--- src/rtl/vm_pkg.sv ---
// Shared vending-machine definitions used by the button event path.
// Contents:
//   BTN_*        button index constants (bit position in pb_pulse, value of evt_code)
//   *_DEF        default button count and event FIFO depth
//   evt_code_w   width of an event code for a given button count (minimum 1 bit)
package vm_pkg;

  localparam int unsigned BTN_COIN5   = 0;
  localparam int unsigned BTN_COIN10  = 1;
  localparam int unsigned BTN_COIN25  = 2;
  localparam int unsigned BTN_SELECT  = 3;

  localparam int unsigned NUM_BTN_DEF = 4;
  localparam int unsigned DEPTH_DEF   = 8;

  function automatic int unsigned evt_code_w(input int unsigned num_btn);
    return (num_btn > 1) ? $clog2(num_btn) : 1;
  endfunction

endpackage

--- src/rtl/btn_evt_fifo.sv ---
// Synchronous FIFO holding serialised button events.
// Full/empty are derived from an occupancy count. A push while full and a pop while empty are
// ignored. The head output reads as zero while empty.
// Ports:
//   clk        system clock
//   rst        synchronous active-high reset (empties the FIFO)
//   push       write push_data (ignored when full)
//   push_data  entry to write
//   pop        remove head entry (ignored when empty)
//   pop_data   head entry
//   count      entries currently stored
//   full       count == DEPTH
//   empty      count == 0
module btn_evt_fifo #(
  parameter int unsigned  WIDTH = 2,
  parameter int unsigned  DEPTH = 8,
  localparam int unsigned AW    = $clog2(DEPTH),
  localparam int unsigned NW    = AW + 1
) (
  input  logic             clk,
  input  logic             rst,
  input  logic             push,
  input  logic [WIDTH-1:0] push_data,
  input  logic             pop,
  output logic [WIDTH-1:0] pop_data,
  output logic [NW-1:0]    count,
  output logic             full,
  output logic             empty
);

  logic [WIDTH-1:0] mem_q [DEPTH];
  logic [AW-1:0]    wr_ptr_q, rd_ptr_q;
  logic [NW-1:0]    count_q, count_d;
  logic             do_push, do_pop;

  always_comb begin
    full    = (count_q == NW'(DEPTH));
    empty   = (count_q == '0);
    // Fullness is judged before any same-cycle pop, so a pop never frees space for this push.
    do_push = push && !full;
    do_pop  = pop && !empty;
    count_d = count_q;
    unique case ({do_push, do_pop})
      2'b10:   count_d = count_q + NW'(1);
      2'b01:   count_d = count_q - NW'(1);
      default: count_d = count_q;
    endcase
  end

  // DEPTH is a power of two, so the pointers wrap naturally.
  always_ff @(posedge clk) begin
    if (rst) begin
      wr_ptr_q <= '0;
      rd_ptr_q <= '0;
      count_q  <= '0;
    end else begin
      if (do_push) wr_ptr_q <= wr_ptr_q + AW'(1);
      if (do_pop)  rd_ptr_q <= rd_ptr_q + AW'(1);
      count_q <= count_d;
    end
  end

  always_ff @(posedge clk) begin
    if (do_push && !rst) mem_q[wr_ptr_q] <= push_data;
  end

  assign pop_data = empty ? '0 : mem_q[rd_ptr_q];
  assign count    = count_q;

endmodule

--- src/rtl/button_event_queue.sv ---
// Button event queue: collects one-cycle press pulses from the debouncers, serialises
// simultaneous presses (lowest index first, one per cycle) and buffers them for the vending
// FSM, which pops through a valid/ready handshake.
// Optional feature macro: BTN_EVT_TIMESTAMP_EN adds a free-running timestamp counter whose value
// at the push edge is stored with each event and presented on evt_ts.
// Ports:
//   clk        system clock (50 MHz)
//   rst        synchronous active-high reset; discards pending and queued events
//   pb_pulse   one-cycle press pulses, bit i = button i
//   evt_valid  head event available
//   evt_ready  consumer accepts head event when evt_valid & evt_ready
//   evt_code   button index of head event
//   evt_count  entries currently queued
//   ovf        sticky: a press was coalesced into one already pending
//   ovf_clr    clears ovf (a same-cycle coalesce wins)
//   evt_ts     head-event timestamp (BTN_EVT_TIMESTAMP_EN only)
module button_event_queue
  import vm_pkg::*;
#(
  parameter int unsigned  NUM_BTN = NUM_BTN_DEF,
  parameter int unsigned  DEPTH   = DEPTH_DEF,
  parameter int unsigned  TS_W    = 16,
  localparam int unsigned CW      = evt_code_w(NUM_BTN),
  localparam int unsigned NW      = $clog2(DEPTH) + 1
) (
  input  logic               clk,
  input  logic               rst,
  input  logic [NUM_BTN-1:0] pb_pulse,
  output logic               evt_valid,
  input  logic               evt_ready,
  output logic [CW-1:0]      evt_code,
  output logic [NW-1:0]      evt_count,
  output logic               ovf,
  input  logic               ovf_clr
`ifdef BTN_EVT_TIMESTAMP_EN
  ,
  output logic [TS_W-1:0]    evt_ts
`endif
);

`ifdef BTN_EVT_TIMESTAMP_EN
  localparam bit TsEn = 1'b1;
`else
  localparam bit TsEn = 1'b0;
`endif
  localparam int unsigned FW = CW + (TsEn ? TS_W : 0);

  logic [NUM_BTN-1:0] pending_q, pending_d, push_sel;
  logic [CW-1:0]      push_idx;
  logic               push, pop, coalesce;
  logic               fifo_full, fifo_empty;
  logic               ovf_q, ovf_d;
  logic [FW-1:0]      push_data, head_data;

  always_comb begin
    push     = (pending_q != '0) && !fifo_full;
    // Isolate the lowest set pending bit.
    push_sel = push ? (pending_q & (~pending_q + NUM_BTN'(1))) : '0;
    push_idx = '0;
    for (int i = NUM_BTN - 1; i >= 0; i--) begin
      if (pending_q[i]) push_idx = CW'(i);
    end
    // A pulse on the bit leaving this cycle is a new event; on a bit left waiting it is lost.
    coalesce  = |(pb_pulse & pending_q & ~push_sel);
    pending_d = (pending_q & ~push_sel) | pb_pulse;
    ovf_d     = ovf_q;
    if (ovf_clr)  ovf_d = 1'b0;
    if (coalesce) ovf_d = 1'b1;
  end

  always_ff @(posedge clk) begin
    if (rst) begin
      pending_q <= '0;
      ovf_q     <= 1'b0;
    end else begin
      pending_q <= pending_d;
      ovf_q     <= ovf_d;
    end
  end

`ifdef BTN_EVT_TIMESTAMP_EN
  logic [TS_W-1:0] ts_q;

  always_ff @(posedge clk) begin
    if (rst) ts_q <= '0;
    else     ts_q <= ts_q + TS_W'(1);
  end

  assign push_data = {ts_q, push_idx};
  assign evt_code  = head_data[CW-1:0];
  assign evt_ts    = head_data[FW-1:CW];
`else
  assign push_data = push_idx;
  assign evt_code  = head_data;
`endif

  assign pop       = evt_valid && evt_ready;
  assign evt_valid = !fifo_empty;
  assign ovf       = ovf_q;

  btn_evt_fifo #(
    .WIDTH (FW),
    .DEPTH (DEPTH)
  ) u_fifo (
    .clk       (clk),
    .rst       (rst),
    .push      (push),
    .push_data (push_data),
    .pop       (pop),
    .pop_data  (head_data),
    .count     (evt_count),
    .full      (fifo_full),
    .empty     (fifo_empty)
  );

endmodule
--- config.mk ---
export PLATFORM = sky130hd
export DESIGN_NAME = button_event_queue
export DESIGN_NICKNAME = d
export VERILOG_FILES = /design/src/rtl/vm_pkg.sv /design/src/rtl/btn_evt_fifo.sv /design/src/rtl/button_event_queue.sv
export SDC_FILE = /design/constraint.sdc
export NUM_CORES = 1
export LEC_CHECK = 0
export BUFFER_PORTS_ARGS = -buffer_cell sky130_fd_sc_hd__buf_2
export CORE_AREA = 2 2 66 68
export CTS_BUF_LIST = sky130_fd_sc_hd__clkbuf_4 sky130_fd_sc_hd__clkbuf_8
export CTS_CLUSTER_DIAMETER = 120
export DETAILED_ROUTE_END_ITERATION = 10
export DIE_AREA = 0 0 68 70
export PLACE_DENSITY = 0.55
export SKIP_CTS_REPAIR_TIMING = 1
export SYNTH_ARGS = -nofsm -noshare
export SYNTH_HDL_FRONTEND = slang
export SYNTH_SLANG_ARGS = --single-unit
--- constraint.sdc ---
create_clock -name clk -period 4.78 [get_ports clk]
set_input_delay 0.478 -clock clk [delete_from_list [all_inputs] [get_ports clk]]
set_output_delay 0.478 -clock clk [all_outputs]
set_load 0.02 [all_outputs]
# Word-level counts from Yosys, hierarchy flattened
# Memories as Yosys holds them, arrays and structs flattened. A register that Yosys moved wholly into a read port is not among the register bits.
# Cells that the tools add are included.
dict set report totals {
  regBits 15
  latch_bits 0
  mem_bits_rw 16
  romBits 0
  out_inout_bits 8
  word_cells 47
  memories 1
}
dict set report classes {
  add_sub_neg 5
  mul 0
  div_mod_pow 0
  magnitude_cmp 0
  n_eq_ne 3
  n_shift 0
  mux 13
  n_bitwise 7
  reduce_logical 13
}
# name words word_bits read_ports rd_clocked_by_memory_dff write_ports line
set mem_list {}
lappend mem_list {u_fifo.mem_q 8 2 1 1 1 btn_evt_fifo.sv:31} ;# logic [WIDTH-1:0] mem_q [DEPTH];
# op count
set op_table {}
lappend op_table {{$and A4 B4 Y4} 4}
lappend op_table {{$mux W2} 5}
lappend op_table {{$add A4 B1 Y4 const B} 2}
lappend op_table {{$not A4 Y4} 2}
lappend op_table {{$pmux W4 S2} 1}
lappend op_table {{$add A3 B1 Y3 const B} 2}
lappend op_table {{$mux W3} 2}
lappend op_table {{$logic_and A1 B1 Y1} 5}
lappend op_table {{$eq A4 B4 Y1 const B} 1}
lappend op_table {{$logic_not A4 Y1} 1}
lappend op_table {{$mux W1} 4}
lappend op_table {{$mux W4} 1}
lappend op_table {{$or A4 B4 Y4} 1}
lappend op_table {{$reduce_bool A2 Y1} 2}
lappend op_table {{$reduce_bool A4 Y1} 1}
lappend op_table {{$reduce_or A4 Y1} 1}
lappend op_table {{$sub A4 B1 Y4 const B} 1}
lappend op_table {{$logic_not A1 Y1} 3}
lappend op_table {{$eq A2 B1 Y1 const B} 1}
lappend op_table {{$eq A2 B2 Y1 const B} 1}

# Longest topological paths before layout
# Gate-level depths: netlist (run 1).
dict set report logic_depth {
  depth_word 8
  depth_mapped 11
}

# Hierarchy
# A second synthesis (run 1) with hierarchy kept.
dict set report unflattened {
  cells_unflattened 136
  area_unflattened_um2 1546.5
}
# mod instances cells_per_inst area_each_um2
set modules_own_cells {}
lappend modules_own_cells {btn_evt_fifo 1 106 1316.3}
lappend modules_own_cells {button_event_queue 1 30 230.2}

# Least setup slack after synthesis (run 1)
# Ideal clock, no wire load.
dict set report synth_path {
  path_type {register -> register}
  from {reg u_fifo.count_q[2], in the netlist u_fifo.count[2]}
  to {reg u_fifo.count_q[2], in the netlist u_fifo.count[2]}
  setup_time_ps 70
  arrival_ps 2520
  required_ps 4710
  slack_ps 2190
  stages_incl_launch_ff 11
  n_path_buf 1
  path_cell_list {dfxtp_1 buf_2 nor4b_2 nor2_1 inv_1 ha_1 xor2_1 ha_1 or4bb_1 a31o_2 a21oi_1}
}
dict set report synth_between {
  elab_chain_len 6
  elab_cells_between_ends 14
}
# element line
set synth_lines {}
lappend synth_lines {{from (decl)} btn_evt_fifo.sv:33} ;# logic [NW-1:0] count_q, count_d;
lappend synth_lines {{from (signal assigned)} btn_evt_fifo.sv:59} ;# count_q <= count_d;
lappend synth_lines {{$eq A4 B4 Y1 / $logic_not A4 Y1 (equally long branches)} {btn_evt_fifo.sv:37, btn_evt_fifo.sv:38}}
lappend synth_lines {{$logic_not A1 Y1, on equally long branches} -}
lappend synth_lines {{$logic_and A1 B1 Y1, on equally long branches} {button_event_queue.sv:56, button_event_queue.sv:97}}
lappend synth_lines {{$logic_and A1 B1 Y1, on equally long branches} {btn_evt_fifo.sv:40, btn_evt_fifo.sv:41}}
lappend synth_lines {{$eq A2 B1 Y1 / $eq A2 B2 Y1 (equally long branches)} btn_evt_fifo.sv:43} ;# unique case ({do_push, do_pop})
lappend synth_lines {{$pmux W4 S2 / $reduce_bool A2 Y1 (equally long branches)} -}
# Parallel ways exist; a longest one is shown, timed or not.
# A chain may end at the register's enable or synchronous reset.

# Worst setup path in the final report (run 1)
dict set report layout_path {
  from {reg u_fifo.count_q[1], in the netlist u_fifo.count[1]}
  to {reg u_fifo.count_q[2], in the netlist u_fifo.count[2]}
}
# Same word-level chain as after synthesis.

==> run metrics, run 1 <==
Place WS=1962 ps; via count=1100; RD Place Congestion=0.7812; Reg area=840.8 sq um; CTS root buf=clkbuf_8; Crit path arrival time=3070 ps; Setup violations, final=0; most common cell after layout, fill and taps aside=nor2_1; Final Critical Period=2859 ps; die area=4760 sq um; Synth Warn #=0; Tot Pwr=0.9401 mW; critical path required time=4990 ps; fill cell count=426; grt total ovfl=0; # diodes=0; Max transition margin=39.24%; Multi-input gate area=675.6 sq um; highest clock rate=0.3498 GHz; syn nets=154; Setup TNS Final=0 ps; number of global-route vias before repair=1097; Port Buffer Count=15; Synth cell types=36; busiest grt layer=met2; CP Buf/Inv Count=1; DP Area=1683 sq um; status=complete, no violations; number of synthesized flops with an enable pin=16; flops & latches, synth=34; max-slew violation count=0; Synth area leader=edfxtp_1; Crit path largest cell delay=600 ps; routed len/inst=14.25 microns; First-pass DRT Iterations=4; worst-path fanout max=12; Final period util=59.81%; Finished Layout Cells=212; Max clock buf depth=2; Die X=68 microns; Most used DFF post-synth=dfxtp_1; met1 usage=17.55%; initial antenna violation count=0; final net count=171; # clock sinks=34; clk_lat worst skew=280 ps; Worst Setup End Kind=flop; Post-Synthesis Cell Area=1570 sq um; Synth area leaders=edfxtp_1 (31%), dfxtp_1 (23%), mux4_2 (5.7%); area growth from synthesis to layout=12.59%; VDD IR max=0.3419 mV; pwr/cell area=531.8 nW/um^2; core area=4144 sq um; syn_area_per_cell=11.06 sq um; asr flop ratio synth=0%; first-pass GRT wire length=5140 microns; global routing usage on met2=23.73%; Pleak=0.6823 nW; cell count after synthesis=142; Total Wirelength=3021 microns; io pins=16; Max Cap Violations=0; post-synthesis sequential area ratio=53.55%; GRT Util Overall=14.46%; Yosys top cell area share=30.60%; vias per cell=5.189; FP Rows=24; CTS tree=built; Tightest Hold Check Type=in2reg; post-route setup slack=1921 ps; CTS clk-pin slew, worst paths=70 ps; most frequent cells in the layout=nor2_1 (24), dfxtp_1 (18), edfxtp_1 (16); Die Y=70 microns; share of layout cells above drive strength 1=19.38%; Final ANT Viol Nets=0; cell mode on critical path=ha_1; initial core utilization=37.89%; Worst Skew=4.807 ps; CTS buffer count=5; largest net degree at the start of global routing=23; WS Path Type=reg2reg; DP Wirelength=2155 microns; Worst path slowest cell=nor4b_2; GRT met3 Usage=4.831%; total placed cells including tap cells=204; H-tree depth=2; Starting DRT DRC Count=47; CP Launch Type=flop; Fin. Hold Viols=0; drc violations=0; Slew @ Worst Pin=904.5 ps; Crit path max-delay family=simple AND/OR/NAND/NOR gates; CP Cell Sequence=nor4b_2, nor2_1, inv_1, ha_1, xor2_1, ha_1, or4bb_1, a31o_2, a21oi_1; unrepaired setup endpoints after global routing=no; post-route design area=1768 sq um
## sequential cells by signal, indices dropped and copies added, names as in the netlist, named ones only
signal,count
ovf,1
pending_q,4
u_fifo.count,4
u_fifo.mem_q,16
u_fifo.rd_ptr_q,3
u_fifo.wr_ptr_q,3
## per-layer routing
metal	up-vias	share of wire [%]
li1	551	-
met1	526	45
met2	21	51
met3	2	3.3
met4	0	0.63
met5	-	0
## path summary, 6_finish.rpt
| check | start | endpoint | slack, ps | depth (start not counted) |
|---|---|---|---|---|
| setup / recovery | u_fifo.count[1] | u_fifo.count[2] | 1920 | 9 |
| hold / removal | pb_pulse[0] | pending_q[0] | 420 | 3 |
| setup reg to reg | u_fifo.count[1] | u_fifo.count[2] | 1920 | 9 |
| hold reg to reg | u_fifo.wr_ptr_q[0] | u_fifo.wr_ptr_q[0] | 510 | 2 |
## synthesized netlist by cell type, drive strengths merged, types with 2 or more instances
cell type	instances
mux2i	5
nor2b	3
or3	2
nand2	9
ha	4
xor2	3
a22oi	2
buf	2
nor2	24
inv	7
a21oi	10
nor4	4
nor3b	2
edfxtp	16
o21ai	6
nand4	2
nor3	2
mux4	4
clkbuf	3
dfxtp	18
nand3	2
## cell type report
class | instances | share of cell area [%]
Clock inverter | 2 | 0.4954
Sequential cell | 34 | 47.56
Clock buffer | 6 | 4.317
Tap cell | 52 | 3.680
Multi-Input combinational cell | 96 | 38.22
Timing Repair Buffer | 15 | 4.246
Inverter | 7 | 1.486
## where the power goes
part | switching (mW) | internal (mW) | total, mW | leakage [nW]
clock | 0.0986 | 0.106 | 0.204 | 0.0460
combinational | 0.181 | 0.141 | 0.323 | 0.341
sequential | 0.0655 | 0.348 | 0.413 | 0.295
total | 0.345 | 0.595 | 0.940 | 0.682
## cell families after synthesis
| group | count (synthesis) | synth area share, % |
|---|---|---|
| flip-flops | 34 | 53.55 |
| adder cells (fa/ha/maj) | 4 | 3.187 |
| XOR/XNOR | 4 | 2.231 |
| multiplexers | 10 | 9.642 |
| buffers and inverters | 12 | 3.426 |
| AND/OR/NAND/NOR | 56 | 18.72 |
| AO/OA/AOI/OAI | 22 | 9.243 |
## worst min-delay path: cells and delay by family
kind | cells | cell delay, ps
AO/OA/AOI/OAI | 1 | 30
buffers and inverters | 1 | 80
AND/OR/NAND/NOR | 1 | 70
## per-stage QoR
| step | utilization (%) | hold WS [ps] |
|---|---|---|
| final | 42.66 | 420.7 |
| after global routing | 42.66 | 434.2 |
| after CTS | 42.66 | 415.8 |
| after detailed placement | 40.61 | 492.1 |
| after global placement | 40.61 | 481.7 |
| after floorplan | - | 462.5 |
Power figures use the tool's default switching activity.
==> inputs of run 2 (changes only) <==
clock period = 2.9 ns   (was 4.78 ns; I/O delays follow)
==> run 2 against run 1 <==
Non-clock buffer count up 2. Total power up 64%. Utilization up 0.36 points. Largest power group unchanged. Highest routed layer unchanged.
==> run metrics, run 2 (synthesis gave the netlist of run 1 again) <==
Max Cap Violations=0 (unchanged); Final ANT Viol Nets=0 (unchanged); met1 usage=16.96% (was 17.55%); Slew @ Worst Pin=794.4 ps (was 904.5 ps); Final Critical Period=2641 ps (was 2859 ps); CTS clk-pin slew, worst paths=60 ps (was 70 ps); RD Place Congestion=0.8261 (was 0.7812); Final period util=91.08% (was 59.81%); Port Buffer Count=15 (unchanged); GRT Util Overall=14.18% (was 14.46%); largest net degree at the start of global routing=23 (unchanged); flip-flop count of the largest register after layout=16 (unchanged); # clock sinks=34 (unchanged); Crit path arrival time=2860 ps (was 3070 ps); final net count=173 (was 171); Max transition margin=46.63% (was 39.24%); unrepaired setup endpoints after global routing=no (unchanged); CTS tree=built (unchanged); DP Wirelength=2198 microns (was 2155 microns); CTS buffer count=5 (unchanged); core area=4144 sq um (unchanged); FP Rows=24 (unchanged); worst-path fanout max=8 (was 12); Total Wirelength=2989 microns (was 3021 microns); global routing usage on met2=23.09% (was 23.73%); WS Path Type=reg2reg (unchanged); Pleak=0.6928 nW (was 0.6823 nW); Reg area=840.8 sq um (unchanged); most frequent cells in the layout=nor2_1 (24), dfxtp_1 (18), edfxtp_1 (16) (unchanged); CTS root buf=clkbuf_8 (unchanged); Worst Skew=2.090 ps (was 4.807 ps); GRT met3 Usage=5.797% (was 4.831%); area growth from synthesis to layout=13.55% (was 12.59%); initial antenna violation count=0 (unchanged); Fin. Hold Viols=0 (unchanged); fin util=43.03% (was 42.66%); Setup TNS Final=0 ps (unchanged); Crit path largest cell delay=510 ps (was 600 ps); Die X=68 microns (unchanged); fill cell count=428 (was 426); busiest grt layer=met2 (unchanged); Die Y=70 microns (unchanged); critical path required time=3110 ps (was 4990 ps); number of global-route vias before repair=1068 (was 1097); status=complete, no violations (unchanged); Setup violations, final=0 (unchanged); Worst path slowest cell=or4bb_1 (was nor4b_2); post-route design area=1783 sq um (was 1768 sq um); H-tree depth=2 (unchanged); vias per cell=5.112 (was 5.189); pwr/cell area=865.6 nW/um^2 (was 531.8 nW/um^2); # diodes=0 (unchanged); Max clock buf depth=2 (unchanged); Flop pwr share=43.8% (was 43.9%); max-slew violation count=0 (unchanged); CP Cell Sequence=nor4_2, nor2_1, inv_1, ha_1, xor2_1, ha_1, or4bb_1, a31o_2, a21oi_1 (was nor4b_2, nor2_1, inv_1, ha_1, xor2_1, ha_1, or4bb_1, a31o_2, a21oi_1); cell mode on critical path=ha_1 (unchanged); P_sw=0.5596 mW (was 0.3453 mW); Worst Setup End Kind=flop (unchanged); Clk pwr share=21.8% (was 21.7%); io pins=16 (unchanged); grt total ovfl=0 (unchanged); Multi-input gate area=675.6 sq um (unchanged); CP Launch Type=flop (unchanged); VDD IR max=0.5030 mV (was 0.3419 mV); Logic pwr share=34.5% (was 34.3%); via count=1094 (was 1100); Starting DRT DRC Count=43 (was 47); clk_lat worst skew=280 ps (about the same); sw frac=36.26% (was 36.73%); highest clock rate=0.3786 GHz (was 0.3498 GHz); Biggest register=u_fifo.mem_q (unchanged); Int Pwr=0.9838 mW (was 0.5948 mW); die area=4760 sq um (unchanged); drc violations=0 (unchanged); most common cell after layout, fill and taps aside=nor2_1 (unchanged); Tightest Hold Check Type=in2reg (unchanged); first-pass GRT wire length=4919 microns (was 5140 microns); initial core utilization=37.89% (unchanged); routed len/inst=13.97 microns (was 14.25 microns); First-pass DRT Iterations=4 (unchanged); DP Area=1698 sq um (was 1683 sq um); share of layout cells above drive strength 1=20.37% (was 19.38%)
run 2: cell count changes in the layout (fill, tap and decap cells not counted), sizes merged:
cell | before | now
buf | 15 | 17
run 2: area by class of cell:
type	count	area share, %
Inverter	7	1.474
Multi-Input combinational cell	96	37.89
Timing Repair Buffer	17	5.053
Tap cell	52	3.649
Sequential cell	34	47.16
Clock buffer	6	4.281
Clock inverter	2	0.4912
run 2: stage by stage:
step                      power, mW  std cells  setup WS (ps)  hold slack [ps]
after global placement        1.212        206          372.2            484.3
after global routing          1.649        214          27.06            273.8
after floorplan               1.087        142          310.0            407.4
after detailed placement      1.226        206          288.4            482.6
final                         1.543        214          258.6            243.1
after CTS                     1.561        214          261.9            245.0
run 2: path summary, 6_finish.rpt:
| path | startpoint | to | slack, ps | cells past startpoint |
|---|---|---|---|---|
| max reg2reg | pending_q[0] | u_fifo.count[2] | 260 | 9 |
| min | pb_pulse[0] | pending_q[0] | 240 | 3 |
| min reg2reg | u_fifo.wr_ptr_q[0] | u_fifo.wr_ptr_q[0] | 490 | 2 |
| max | pending_q[0] | u_fifo.count[2] | 260 | 9 |
run 2: worst max-delay path: cells and delay by family (launching register included):
family | cells | cell delay (ps)
DFF | 1 | 370
AOI/OAI and AO/OA | 2 | 340
xor gates and xnor gates | 1 | 100
adders and majority gates | 2 | 500
and+or+nand+nor | 3 | 1120
buffers and inverters | 1 | 130
run 2: per-layer routing:
metal / wire length, microns / up-vias
met3: 123 / 5
met4: 36 / 0
met2: 1490 / 19
met5: 0 / -
met1: 1338 / 516
li1: - / 554
run 2: power by group through the flow:
stage	clock network [mW]	registers [mW]	logic, mW
2_1_floorplan	0	0.673	0.414
3_3_place_gp	0	0.683	0.530
3_5_place_dp	0	0.686	0.540
4_1_cts	0.342	0.676	0.542
5_1_grt	0.365	0.688	0.595
6_report	0.336	0.675	0.532
